### src/rtl/reg_spi_arbiter.sv
`default_nettype none
// ============================================================================
//  Module      : reg_spi_arbiter
//  Description : Two-requester, round-robin SPI master. It serialises
//                register-write frames MSB-first onto the reg SPI slave port
//                (csb / sclk / mosi) and leaves a deselect gap between frames.
//  Revision    : 1.0 - initial release
// ============================================================================
module reg_spi_arbiter #(
    parameter int SCLK_HALF = 2,   // clk cycles per sclk half-period, 1..15
    parameter int MAX_BITS  = 32   // request data width
) (
    input  logic                clk,
    input  logic                reset,
    input  logic                i_r0_valid,
    output logic                o_r0_ready,
    input  logic [MAX_BITS-1:0] i_r0_data,
    input  logic [5:0]          i_r0_len,
    input  logic                i_r1_valid,
    output logic                o_r1_ready,
    input  logic [MAX_BITS-1:0] i_r1_data,
    input  logic [5:0]          i_r1_len,
    output logic                o_csb,
    output logic                o_sclk,
    output logic                o_mosi,
    output logic                o_busy,
    output logic                o_grant
);

    typedef enum logic [2:0] {
        ST_IDLE = 3'd0,
        ST_LO   = 3'd1,
        ST_HI   = 3'd2,
        ST_HOLD = 3'd3,
        ST_GAP  = 3'd4
    } state_t;

    localparam logic [3:0] C_PHASE_LAST = 4'(SCLK_HALF - 1);
    localparam logic [5:0] C_MAX_LEN    = 6'(MAX_BITS);

    state_t              state_q, state_d;
    logic [3:0]          phase_q, phase_d;
    logic [5:0]          count_q, count_d;
    logic [MAX_BITS-1:0] shift_q, shift_d;
    logic                last_grant_q, last_grant_d;
    logic                grant_q, grant_d;
    logic                csb_q, csb_d;
    logic                sclk_q, sclk_d;
    logic                mosi_q, mosi_d;
    logic                busy_q, busy_d;

    logic                w_sel;
    logic                w_accept;
    logic                w_phase_done;
    logic [MAX_BITS-1:0] w_acc_data;
    logic [5:0]          w_acc_len;
    logic [5:0]          w_eff_len;

    // Round-robin selection and combinational ready handshake (IDLE only)
    always_comb begin
        if (i_r0_valid && i_r1_valid) begin
            w_sel = ~last_grant_q;
        end else begin
            w_sel = i_r1_valid;
        end
        w_accept     = (state_q == ST_IDLE) && (i_r0_valid || i_r1_valid);
        o_r0_ready   = w_accept && !w_sel;
        o_r1_ready   = w_accept && w_sel;
        w_acc_data   = w_sel ? i_r1_data : i_r0_data;
        w_acc_len    = w_sel ? i_r1_len  : i_r0_len;
        // Lengths beyond the data width saturate to a full-width frame
        w_eff_len    = (w_acc_len > C_MAX_LEN) ? C_MAX_LEN : w_acc_len;
        w_phase_done = (phase_q == C_PHASE_LAST);
    end

    // Frame sequencer: next state, shifter, bit counter and arbitration history
    always_comb begin
        state_d      = state_q;
        count_d      = count_q;
        shift_d      = shift_q;
        last_grant_d = last_grant_q;
        grant_d      = grant_q;

        case (state_q)
            ST_IDLE: begin
                if (w_accept) begin
                    last_grant_d = w_sel;
                    grant_d      = w_sel;
                    // A zero-length frame is consumed but produces no bus activity
                    if (w_eff_len != 6'd0) begin
                        shift_d = w_acc_data << (C_MAX_LEN - w_eff_len);
                        count_d = w_eff_len;
                        state_d = ST_LO;
                    end
                end
            end
            ST_LO: begin
                if (w_phase_done) begin
                    state_d = ST_HI;
                end
            end
            ST_HI: begin
                if (w_phase_done) begin
                    count_d = count_q - 6'd1;
                    if (count_q == 6'd1) begin
                        state_d = ST_HOLD;
                    end else begin
                        shift_d = shift_q << 1;
                        state_d = ST_LO;
                    end
                end
            end
            ST_HOLD: begin
                if (w_phase_done) begin
                    state_d = ST_GAP;
                end
            end
            ST_GAP: begin
                if (w_phase_done) begin
                    state_d = ST_IDLE;
                end
            end
            default: begin
                state_d = ST_IDLE;
            end
        endcase

        // Phase counter restarts on every state change and idles at zero
        if ((state_d == state_q) && (state_q != ST_IDLE)) begin
            phase_d = phase_q + 4'd1;
        end else begin
            phase_d = '0;
        end
    end

    // Bus outputs decoded from the next state so the flops present them glitch-free
    always_comb begin
        csb_d  = !((state_d == ST_LO) || (state_d == ST_HI) || (state_d == ST_HOLD));
        sclk_d = (state_d == ST_HI);
        mosi_d = ((state_d == ST_LO) || (state_d == ST_HI)) ? shift_d[MAX_BITS-1] : 1'b0;
        busy_d = (state_d != ST_IDLE);
    end

    // State and output registers with synchronous reset (aborts any frame)
    always_ff @(posedge clk) begin
        if (reset) begin
            state_q      <= ST_IDLE;
            phase_q      <= '0;
            count_q      <= '0;
            shift_q      <= '0;
            last_grant_q <= 1'b1;
            grant_q      <= 1'b0;
            csb_q        <= 1'b1;
            sclk_q       <= 1'b0;
            mosi_q       <= 1'b0;
            busy_q       <= 1'b0;
        end else begin
            state_q      <= state_d;
            phase_q      <= phase_d;
            count_q      <= count_d;
            shift_q      <= shift_d;
            last_grant_q <= last_grant_d;
            grant_q      <= grant_d;
            csb_q        <= csb_d;
            sclk_q       <= sclk_d;
            mosi_q       <= mosi_d;
            busy_q       <= busy_d;
        end
    end

    assign o_csb   = csb_q;
    assign o_sclk  = sclk_q;
    assign o_mosi  = mosi_q;
    assign o_busy  = busy_q;
    assign o_grant = grant_q;

endmodule
`default_nettype wire
### config.mk
export PLATFORM = sky130hd
export DESIGN_NAME = reg_spi_arbiter
export DESIGN_NICKNAME = d
export VERILOG_FILES = /design/src/rtl/reg_spi_arbiter.sv
export SDC_FILE = /design/constraint.sdc
export NUM_CORES = 1
export LEC_CHECK = 0
export ABC_AREA = 1
export CAP_MARGIN = 5
export CORE_UTILIZATION = 42
export DETAILED_ROUTE_END_ITERATION = 6
export PLACE_DENSITY_LB_ADDON = 0.25
export SYNTH_ARGS = -nofsm -noshare
export SYNTH_HDL_FRONTEND = slang
export SYNTH_SLANG_ARGS = --single-unit
### constraint.sdc
create_clock -name clk -period 4.1 [get_ports clk]
set_input_delay 1.025 -clock clk [delete_from_list [all_inputs] [get_ports clk]]
set_output_delay 1.025 -clock clk [all_outputs]
set_load 0.005 [all_outputs]
==> results.cfg <==
[status]
status = complete, but fails checks
violations = DRC

[worst_hold_path]
hold_path_depth = 2
hp-start = o_grant
hp-class = reg -> reg
min_to = o_grant

[sta]
slew_violations = 0
skew_ns = 0.00532
hold_violations = 0
max_freq_mhz = 279
rsz0062_at_grt = no
max_slew_margin_pct = 70.5
fin_crit_ns = 3.58
finalSetupViolCount = 0
finalSetupTns_ns = 0
fin_crit_sh_pct = 87.3
tightestPinTransition_ns = 0.442

[power]
ir_drop_v = 0.000237
switching_power_mw = 0.935
leakagePower_nw = 2.90
power.share.clock_pct = 20.2
p_total_mw = 2.15
power.share.switching_pct = 43.6
combPwrFrac_pct = 51.7
power_density_nw_per_um2 = 365
seq_power_share_pct = 28.1
p_int_mw = 1.21

[yosys]
yosysSeqAreaShare_pct = 21.3
synth_area_leaders = nand2_1, dfxtp_1, nand3_1
synthSimpleGateAreaFrac_pct = 50.7
synth_mux_area_share_pct = 0
synth.largest_area_cell = nand2_1
synth_nets = 954
synth-compound-area-share_pct = 11.9
synth.yosys.warnings = 0
synth_top_family_by_area = simple AND/OR/NAND/NOR gates
synth_fa_ha_area_share_pct = 1.30
ys_ff_latch = 51
avgSynthCellArea_um2 = 5.52
synth_edf_count = 0
syn_area_um2 = 4800
synthArstFlopShare_pct = 0
synthXorXnorAreaFrac_pct = 1.28
syn_inst = 869
synth_top_area_share_pct = 25.9
synth_ff_type = dfxtp_1
yosysUniqueCellTypes = 39

[finish]
final_net_count = 1018
final_layout_size_suffix_gt1_share_pct = 6.21
layout_commonest_cell = nand2_1
syn2layout_area_growth_pct = 22.6
diodes = 0
layout_common_cells = nand2_1, nand3_1, inv_1, clkdlybuf4s50_1, nor2_1
fillers = 1164
fin_cells = 1074

[global_route]
grt.overflow.total = 0
antenna_found_initial = 0
grt_pass1_vias = 5213
grt_usage_pct = 24.2
grt_pass1_wl_mm = 23.1
grt_max_degree = 47

[clock_network]
cts.sinks = 51
clk_latency_ns = 0.29
cts_max_level = 2
cts-buffers-inserted = 5
hold_buffers = 0
clkTransAtPathRegs_ns = 0.07
cts_resized = 0
postCtsSetupBuffers = 0
cts_tree = built
clockRootBuffer = clkbuf_16
cts_buffer_depth = 2

[placement]
numPlacedInstances = 1066
gp_congestion = 0.928
io_buffers = 86
dp_hpwl_mm = 10.7

[detailed_routing]
vias = 5489
drc = 6
wire_per_inst_um = 12.6
finalWirelength_mm = 13.5
postRouteAntennaNets = 0
drt-pass1-iter-count = 7
routed_via_density = 5.11
initialDrtViolationCount = 381

[die]
dieArea_um2 = 11900
num_rows = 38
fp.coreArea_um2 = 11000
die_w_um = 109
start_util_pct = 43.7
ios = 87
die_y_um = 109

[setup_path]
critPathCaptureType = primary output
cp_max_fo = 9
r2r_end = o_mosi
crit_required_ns = 3.07
ff2ff_setup_slack_ns = 1.43
crit_type = in -> out
critPathArrivalTime_ns = 2.55
rr_startpoint = last_grant_q
startpoint_type = input port
reg2reg_depth = 18

[job]
cap_viol_max_count = 0
-- sequential cells by signal, summed over array words and instances (netlist names) --
signal / flops
phase_q: 4
o_mosi: 1
o_csb: 1
o_busy: 1
last_grant_q: 1
o_grant: 1
count_q: 6
shift_q: 32
o_sclk: 1
state_q: 3
-- metrics by stage --
| stage | instance area (um^2) | utilization [%] | setup slack, ns | hold slack (ns) |
|---|---|---|---|---|
| floorplan | 4800 | - | 0.689 | 0.433 |
| global placement | 5730 | 52.2 | 0.263 | 0.450 |
| detailed placement | 5730 | 52.2 | 0.211 | 0.453 |
| CTS | 5880 | 53.5 | 0.504 | 0.465 |
| global route | 5880 | 53.5 | 0.240 | 0.489 |
| finish | 5880 | 53.5 | 0.522 | 0.462 |
-- cells in the mapped netlist, types with 5 or more instances --
library cell / number
ha_1: 5
inv_1: 93
nand3b_1: 5
a21oi_1: 18
clkbuf_1: 11
nand3_1: 141
nand2_1: 331
buf_4: 8
buf_2: 19
nor2_1: 54
inv_2: 11
o221ai_1: 9
o21ai_0: 29
o21ai_1: 15
dfxtp_1: 51
nand4_1: 10
nand2_2: 6
o211ai_1: 9
-- cell type report --
type / count / area, um^2 / share of cell area, %
Sequential cell: 51 / 1020 / 17.4
Multi-Input combinational cell: 668 / 3130 / 53.2
Tap cell: 140 / 175 / 2.98
Timing Repair Buffer: 103 / 1010 / 17.2
Clock buffer: 5 / 125 / 2.13
Clock inverter: 3 / 27.5 / 0.468
Inverter: 104 / 390 / 6.64
-- how the worst max path moves through the flow --
stage               startpoint          end  slack (ns)
finish              i_r1_valid   o_r1_ready        0.52
global route        i_r1_valid       o_mosi        0.24
CTS                 i_r1_valid       o_mosi        0.50
detailed placement  i_r1_valid       o_mosi        0.21
global placement    i_r1_valid       o_mosi        0.26
floorplan           i_r0_valid  shift_q[29]        0.69
-- power groups by stage --
stage	registers, mW	logic (mW)	clock network (mW)
after floorplan	0.604	0.814	0
after global placement	0.612	1.10	0
after detailed placement	0.613	1.10	0
after CTS	0.603	1.11	0.441
after global routing	0.610	1.27	0.457
final	0.603	1.11	0.432
-- worst max-delay path: stages --
cell and delay [ns]:
clkdlybuf4s50_1 0.61, nand2_4 0.13, nor2_1 0.24, clkdlybuf4s50_1 0.55
-- routing by layer --
layer,vias up,part of all wire [%],global-route usage [%]
li1,2904,-,-
met1,2432,45,28.8
met2,130,49,45.8
met3,23,4.2,2.33
met4,0,1.8,5.89
met5,-,0,0
-- cell families (layout without fill, tap and decap cells) --
group	count (synthesis)	in the layout
xor gates and xnor gates	7	7
buffers and inverters	150	215
and+or+nand+nor	564	564
AOI/OAI and AO/OA	92	92
DFF	51	51
adders and majority gates	5	5
Note: power is estimated with default switching activity, not from simulation.
